## config.mk

```make
export PLATFORM = sky130hd
export DESIGN_NAME = sct_seq_driver
export DESIGN_NICKNAME = d
export VERILOG_FILES = /design/src/rtl/sct_pkg.sv /design/src/rtl/sct_skid_buf.sv /design/src/rtl/sct_seq_driver.sv
export SDC_FILE = /design/constraint.sdc
export NUM_CORES = 1
export LEC_CHECK = 0
export ABC_AREA = 1
export CAP_MARGIN = 20
export CORE_ASPECT_RATIO = 1.2
export CORE_MARGIN = 4
export CORE_UTILIZATION = 40
export DETAILED_ROUTE_END_ITERATION = 8
export PLACE_DENSITY = 0.62
export SLEW_MARGIN = 20
export SYNTH_ARGS = -nofsm -noshare
export SYNTH_HDL_FRONTEND = slang
export SYNTH_SLANG_ARGS = --single-unit
```

## constraint.sdc

```tcl
create_clock -name clk -period 4.55 [get_ports clk]
set_clock_uncertainty 0.1 [all_clocks]
set_input_delay 0.6825 -clock clk [delete_from_list [all_inputs] [get_ports clk]]
set_output_delay 0.6825 -clock clk [all_outputs]
set_load 0.1 [all_outputs]
```

## src/rtl/sct_pkg.sv

```systemverilog
// Shared types for the sct sequential driver: FSM state, default widths, entry layout.
package sct_pkg;

    localparam int SCT_CNT_W = 8;
    localparam int SCT_RES_W = 15;

    typedef enum logic [1:0] {
        IDLE  = 2'd0,
        RUN   = 2'd1,
        STALL = 2'd2,
        DRAIN = 2'd3
    } sct_seq_state_t;

    typedef struct packed {
        logic [SCT_CNT_W-1:0] tag;
        logic [SCT_RES_W-1:0] result;
    } sct_entry_t;

endpackage

```

## src/rtl/sct_skid_buf.sv

```systemverilog
// Two-entry valid/ready buffer with registered outputs; free_o also counts a same-cycle pop,
// so a full buffer being drained still accepts a push.
module sct_skid_buf #(
    parameter int W = 23
) (
    input  logic         clk,
    input  logic         rst,
    input  logic         push_i,
    input  logic [W-1:0] push_data_i,
    output logic         free_o,
    output logic         empty_next_o,
    output logic [W-1:0] out_data_o,
    output logic         out_valid_o,
    input  logic         out_ready_i
);

    logic [W-1:0] mem_q [2];
    logic         wr_ptr_q;
    logic         rd_ptr_q;
    logic [1:0]   count_q;
    logic [1:0]   count_d;
    logic         pop;
    logic         do_push;

    assign out_valid_o  = (count_q != 2'd0);
    assign pop          = out_valid_o & out_ready_i;
    assign free_o       = (count_q != 2'd2) | out_ready_i;
    assign do_push      = push_i & free_o;
    assign count_d      = count_q + {1'b0, do_push} - {1'b0, pop};
    assign empty_next_o = (count_d == 2'd0);
    assign out_data_o   = mem_q[rd_ptr_q];

    generate
        for (genvar gi = 0; gi < 2; gi++) begin : g_entry
            always_ff @(posedge clk) begin
                if (rst) begin
                    mem_q[gi] <= '0;
                end else if (do_push && (wr_ptr_q == 1'(gi))) begin
                    mem_q[gi] <= push_data_i;
                end
            end
        end
    endgenerate

    always_ff @(posedge clk) begin
        if (rst) begin
            wr_ptr_q <= 1'b0;
            rd_ptr_q <= 1'b0;
            count_q  <= 2'd0;
        end else begin
            wr_ptr_q <= wr_ptr_q ^ do_push;
            rd_ptr_q <= rd_ptr_q ^ pop;
            count_q  <= count_d;
        end
    end

endmodule

```

## src/rtl/sct_seq_driver.sv

```systemverilog
// Counter/capture stage around the sct core: steps cnt_o, tags each core result and streams it out.
// Optional SCT_SEQ_PARITY_EN prepends an even-parity bit over {tag, result} to out_data.
module sct_seq_driver
    import sct_pkg::*;
#(
    parameter int                     CNT_W    = SCT_CNT_W,
    parameter int                     RES_W    = SCT_RES_W,
    parameter logic [SCT_CNT_W-1:0]   TERM_CNT = 8'hFF,
    parameter int                     STEP     = 1,
`ifdef SCT_SEQ_PARITY_EN
    localparam int                    DATA_W   = CNT_W + RES_W + 1
`else
    localparam int                    DATA_W   = CNT_W + RES_W
`endif
) (
    input  logic              clk,
    input  logic              rst,
    input  logic              start,
    input  logic [CNT_W-1:0]  load_val,
    input  logic              abort,
    output logic [CNT_W-1:0]  cnt_o,
    input  logic [RES_W-1:0]  core_res,
    output logic [DATA_W-1:0] out_data,
    output logic              out_valid,
    input  logic              out_ready,
    output logic              busy,
    output logic              done
);

    sct_seq_state_t    state_q, state_d;
    logic [CNT_W-1:0]  cnt_q, cnt_d;
    logic              done_q;
    logic              push;
    logic              buf_free;
    logic              buf_empty_next;
    logic [DATA_W-1:0] push_data;

`ifdef SCT_SEQ_PARITY_EN
    assign push_data = {^{cnt_q, core_res}, cnt_q, core_res};
`else
    assign push_data = {cnt_q, core_res};
`endif

    always_comb begin
        state_d = state_q;
        cnt_d   = cnt_q;
        push    = 1'b0;
        case (state_q)
            IDLE: begin
                if (start) begin
                    cnt_d   = load_val;
                    state_d = RUN;
                end
            end
            RUN: begin
                if (abort) begin
                    state_d = DRAIN;
                end else if (buf_free) begin
                    push = 1'b1;
                    if (cnt_q == CNT_W'(TERM_CNT)) begin
                        state_d = DRAIN;
                    end else begin
                        cnt_d = cnt_q + CNT_W'(STEP);
                    end
                end else begin
                    state_d = STALL;
                end
            end
            STALL: begin
                // Count is held here, so the resumed RUN pushes exactly the stalled sample.
                if (abort) begin
                    state_d = DRAIN;
                end else if (buf_free) begin
                    state_d = RUN;
                end
            end
            DRAIN: begin
                if (buf_empty_next) begin
                    state_d = IDLE;
                end
            end
            default: state_d = IDLE;
        endcase
    end

    always_ff @(posedge clk) begin
        if (rst) begin
            state_q <= IDLE;
            cnt_q   <= '0;
            done_q  <= 1'b0;
        end else begin
            state_q <= state_d;
            cnt_q   <= cnt_d;
            done_q  <= (state_q == DRAIN) && (state_d == IDLE);
        end
    end

    sct_skid_buf #(
        .W(DATA_W)
    ) u_skid (
        .clk         (clk),
        .rst         (rst),
        .push_i      (push),
        .push_data_i (push_data),
        .free_o      (buf_free),
        .empty_next_o(buf_empty_next),
        .out_data_o  (out_data),
        .out_valid_o (out_valid),
        .out_ready_i (out_ready)
    );

    assign cnt_o = cnt_q;
    assign busy  = (state_q != IDLE);
    assign done  = done_q;

endmodule

```

# ---- Word-level counts from Yosys, hierarchy flattened
# Memory sizes are Yosys's and may differ from the RTL's. A register that Yosys moved wholly into a read port is not among the register bits.
# Cells that the tools add are included.
dict set report classes {
  add_sub_neg 3
  bitwise_logic 8
  eq_ne 9
  n_mux 27
  reduce_logical 10
}
# cell count
set op_table {}
lappend op_table {{23-bit 2-to-1 mux} 2}
lappend op_table {{8-bit 2-to-1 mux} 4}
lappend op_table {{8-bit case mux with 2 select lines} 1}
lappend op_table {{2-bit 2-to-1 mux} 7}
lappend op_table {{1-bit 2-to-1 mux} 12}
lappend op_table {{8-bit by 1-bit adder with 8-bit output, second input constant} 1}
lappend op_table {{8-bit equality test, second input constant} 1}
lappend op_table {{2-bit != test, second input constant} 4}
lappend op_table {{2-bit case mux with 4 select lines} 1}
lappend op_table {{2-bit zero test} 3}
lappend op_table {{2-bit nonzero test} 3}
lappend op_table {{5-bit AND reduction} 1}
lappend op_table {{2-bit equality test, second input constant} 2}
lappend op_table {{1-bit logical AND} 3}
lappend op_table {{1-bit bitwise OR} 3}
lappend op_table {{2-bit by 1-bit adder with 2-bit output} 1}
lappend op_table {{1-bit AND} 2}
lappend op_table {{2-bit by 1-bit equality test with 1-bit output, second input constant} 1}
lappend op_table {{2-bit by 1-bit != test with 1-bit output, second input constant} 1}
lappend op_table {{2-bit by 1-bit subtractor with 2-bit output} 1}
lappend op_table {{1-bit bitwise XOR} 2}
lappend op_table {{1-bit NOT} 1}
dict set report word_totals {
  memories 1
  output_inout_bits 34
  word_cells 64
  ram_bits 46
  input_bits 28
  register_bits 15
}
# memory words word_bits rd rd_clocked_by_memory_dff write_ports line_no
set mem_list {}
lappend mem_list {u_skid.mem_q 2 23 1 1 2 sct_skid_buf.sv:17} ;# logic [W-1:0] mem_q [2];

# ---- Longest topological paths before layout
dict set report depth {
  word_depth 13
  ltp_mapped 14
}

# ---- By module
# From an unflattened synthesis, not the netlist that was laid out.
dict set report unflattened {
  hier_cells 313
  area_unflattened_um2 3056.7
}
# mod seq_area_each_um2 area_each_um2 instances cells_each
set by_module_without_submodules {}
lappend by_module_without_submodules {sct_skid_buf 1461.4 2334.7 1 192}
lappend by_module_without_submodules {sct_seq_driver 220.2 721.9 1 121}

# ---- Worst setup path before layout
# OpenSTA, ideal clock, no wires.
dict set report synth_path {
  kind {register -> register}
  from {register u_skid.count_q[0]}
  to {register state_q[0]}
  setup_ns 0.109
  path_buffers 0
  stages_incl_launch_ff 14
  t_required_ns 4.341
  synth_period_minus_slack_ns 2.358
  path_slack_ns 2.192
  t_arrival_ns 2.148
  cell_sequence {dfxtp_1 -> inv_1 -> nand2_1 -> nand2_1 -> inv_1 -> ha_1 -> inv_1 -> ha_1 -> inv_1 -> nand3_1 -> nand2_1 -> nand2_1 -> nand2_1 -> nor2_1}
}
dict set report synth_between {
  elab_cells_between_ends 17
  classes_between {add/sub: 2; eq/ne: 1; mux: 9; bitwise: 3; reduce/logical: 2}
}
# item line_no
set synth_lines {}
lappend synth_lines {{start, declared} sct_skid_buf.sv:20} ;# logic [1:0] count_q;
lappend synth_lines {{start signal, assigned} sct_skid_buf.sv:53} ;# count_q <= count_d;
lappend synth_lines {{2-bit nonzero test} sct_skid_buf.sv:25} ;# assign out_valid_o = (count_q != 2'd0);
lappend synth_lines {{via out_valid} sct_seq_driver.sv:24} ;# output logic out_valid,
lappend synth_lines {{1-bit AND} sct_skid_buf.sv:26} ;# assign pop = out_valid_o & out_ready_i;
lappend synth_lines {{2-bit by 1-bit subtractor with 2-bit output} sct_skid_buf.sv:29} ;# assign count_d = count_q + {1'b0, do_push} - {1'b0, pop};
lappend synth_lines {{via u_skid.count_d[0]} sct_skid_buf.sv:21} ;# logic [1:0] count_d;
lappend synth_lines {{2-bit zero test} sct_skid_buf.sv:30} ;# assign empty_next_o = (count_d == 2'd0);
lappend synth_lines {{2-bit 2-to-1 mux} sct_seq_driver.sv:78} ;# if (buf_empty_next) begin
lappend synth_lines {{2-bit case mux with 4 select lines} sct_seq_driver.sv:48} ;# case (state_q)
lappend synth_lines {{end signal, assigned} sct_seq_driver.sv:92} ;# state_q <= state_d;
lappend synth_lines {{end, declared} sct_seq_driver.sv:30} ;# sct_seq_state_t state_q, state_d;
# The timed path passes the listed nets, and every way through them passes these cells.
# A chain may end at the register's enable or synchronous reset.

==> key figures <==
Yosys
  – Post-Syn Area per Cell: just over 8 sq um
  – Share of the synthesized area in the top cell type: 0.470
  – Syn nets: ~390
  – FFs w/ async S/R, synth: 0
  – Post-synth EDFFs: 46
  – Synth Area in Compound Gates: 0.0153
  – Simple logic cell fraction of the synthesized area: 0.315
  – Top cell type by total area after synthesis: edfxtp_1
  – Post-Synth Adder-Cell Area: 0.0213
  – Yosys warnings: 0
  – Synth top area cells: edfxtp_1 (47%), nand2_1 (16%), dfxtp_1 (10%)
  – Top-count cell post-synth: nand2_1
  – Number of synthesized register bits: 61
  – Most common flop cell mapped by yosys: edfxtp_1
  – Post-synthesis sequential area ratio: 0.573
  – Cells after synthesis: between 300 and 400
  – Synthesized area: between 2000 and 3000 sq um
  – Largest family of logic cells by synthesized area: simple AND/OR/NAND/NOR gates
  – Multiplexer area fraction after synthesis: 0
  – Synth cell count leaders: nand2_1 (128), nor2_1 (75), edfxtp_1 (46)
  – XOR/XNOR Fraction of Synth Area: 0
  – Synth cell types: 20

Global route
  – GRT Util Overall: 0.151
  – Initial antenna violation count: 0
  – Global-route wire length before repair: between 10 and 15 mm
  – Vias in the first global route: approximately 2400
  – Maximum number of pins on one net before global-route repair: 26
  – GRT overflow: 0

Layout
  – Final instance area: around 3800 sq um
  – Util after Layout: 0.547
  – Fin cells: between 500 and 600
  – Nets: 451
  – Layout fillers: approximately 660
  – Syn-to-layout area delta: 30.0%
  – ANT cells: 0
  – Share of layout cells above drive strength 1: 0.0638

Min path
  – Cells on Worst Hold Path: 2
  – Hold-critical path endpoint: cnt_o[1]
  – Hold Startpoint: cnt_o[1]
  – Tightest Hold Check Type: reg -> reg

Floorplanning
  – Num ports: between 60 and 70
  – # rows: 33
  – Core ar.: around 7000 sq um
  – Die W: around 86 microns
  – Starting density of the core: 0.421
  – Die Height: just over 100 microns
  – Die ar.: between 8000 and 9000 sq um

Power
  – Sequential power share: 0.313
  – Clk pwr share: 0.228
  – Leakage power: approximately 0.0017 uW
  – Peak supply drop: roughly 0.47 mV
  – Sw frac: 0.461
  – Gate power share: 0.459
  – P_sw: slightly above 1000 uW
  – PwrDens: approximately 580 nW/um^2
  – Int Pwr: 1190 uW

CTS
  – H-Tree Depth: 3
  – Longest Clk Path Bufs: 2
  – CTS tree: done
  – Post-CTS Hold Buffers: 0
  – Cts bufs inserted: 9
  – CTS root buf: clkbuf_8
  – Clock tree sinks: between 60 and 70
  – Clock transition at path regs: ~0.06 ns
  – Post-CTS Setup Inserts: 0
  – Skew-Pair Late Insertion Delay: around 0.33 ns
  – Cts repair resizes: 0

Timing
  – Tmin final: 3.35 ns
  – Hold Vio Cnt, Final: 0
  – Slew headroom: 0.344
  – Final critical-path share of the clock period: 0.735
  – Setup TNS: 0 ns
  – RSZ-0062 raised after global routing: false
  – Final setup violation count: 0
  – Max-slew violation count: 0
  – Fmax: around 300 MHz
  – Worst-margin pin slew: around 1 ns

Critical path
  – WS Path Type: reg -> out
  – Setup slack, reg-to-reg: between 2 and 2.5 ns
  – Arrival @ worst endpoint: between 2 and 3 ns
  – Worst path required time: between 3 and 4 ns
  – Worst Setup End Kind: output port
  – Worst R2R Path Depth: 8
  – Reg2Reg Launch Point: state_q[1]
  – Setup crit start kind: flip-flop
  – Worst-path fanout max: 25
  – FF-to-FF End: u_skid.mem_q[0][20]

Route
  – Drt first-iter violations: between 80 and 90
  – Vias per cell: 4.61
  – WL final: 6.10 mm
  – Avg WL per Cell: approximately 12 microns
  – Via count: around 2300
  – Routed Antenna Nets: 0
  – Drt pass-1 iters: 4
  – DR DRC count: 0

Place
  – Port bufs: 61
  – Post-placement cell count: 494
  – Routability-driven placement congestion ratio: roughly 0.81
  – Area post-placement: around 3600 sq um
  – Post-DP HPWL: about 4.0 mm

Outcome
  – Status: finished clean

Flow run
  – Maxcap violations: 0
## layout by cell type (no fill, tap or decap)
cell type        instances
o21ai_0                  5
nor2_1                  75
clkinv_2                 2
buf_4                    1
nand3b_1                 2
nand3_1                  9
nand2_4                  1
bufinv_16                2
or2_2                    4
clkbuf_1                 1
a21oi_1                  4
clkinv_4                 1
ha_1                     5
dfxtp_1                 15
clkdlybuf4s50_1         61
clkinv_1                 2
edfxtp_1                46
clkbuf_8                 9
nand2_1                128
inv_1                   43
nand2_2                  3
nand3_4                  1
nand3_2                  2
nor2_4                   1
## critical path: stages (launching register included)
cell	delay (ns)
dfxtp_1	0.31
inv_1	0.56
nand2_1	0.11
nand2_1	0.11
clkdlybuf4s50_1	1.14
## per-layer routing
metal  GRT usage  part of all wire
met4      0.0624             0.015
met5           0                 0
met3      0.0427             0.067
met1       0.180              0.44
met2       0.256              0.48
## worst max-delay path by stage
stage                      start      endpoint  slack (ns)
4_1_cts          u_skid.rd_ptr_q  out_data[20]        1.17
5_1_grt          u_skid.rd_ptr_q  out_data[17]        1.03
3_5_place_dp     u_skid.rd_ptr_q  out_data[20]        1.53
2_1_floorplan  u_skid.count_q[0]    state_q[0]        2.19
6_report         u_skid.rd_ptr_q  out_data[21]        1.20
3_3_place_gp     u_skid.rd_ptr_q  out_data[19]        1.55
## layout make-up
cell class / count / area [sq um] / area share
Timing Repair Buffer: 62 / 618 / 0.162
Inverter: 44 / 170 / 0.0446
Multi-Input combinational cell: 240 / 1030 / 0.271
Clock buffer: 10 / 128 / 0.0334
Clock inverter: 6 / 77.6 / 0.0203
Sequential cell: 61 / 1680 / 0.441
Tap cell: 87 / 109 / 0.0285
## cell families (layout without fill, tap and decap cells)
family / count (synthesis) / count (layout)
simple gates: 226 / 226
flops: 61 / 61
buf+inv: 55 / 122
compound gates: 9 / 9
fa+ha+maj: 5 / 5
## state kept, by name (all words and copies together) (netlist names)
name             count
state_q              2
u_skid.mem_q        46
u_skid.count_q       2
u_skid.wr_ptr_q      1
cnt_o                8
done                 1
u_skid.rd_ptr_q      1
## power by group through the flow
stage | clock [uW] | combinational [uW] | sequential (uW)
final | 502 | 1010 | 688
after global routing | 539 | 1080 | 695
after CTS | 512 | 1020 | 689
after detailed placement | 0 | 1010 | 700
after global placement | 0 | 1010 | 700
after floorplan | 0 | 707 | 775
## metrics by stage
step                hold slack [ns]  total power, uW  setup WS [ns]
floorplan                     0.432             1480           2.19
global placement              0.439             1710           1.55
detailed placement            0.452             1710           1.53
CTS                           0.462             2220           1.17
global route                  0.516             2310           1.03
finish                        0.456             2200           1.20
Power figures use the tool's default switching activity.
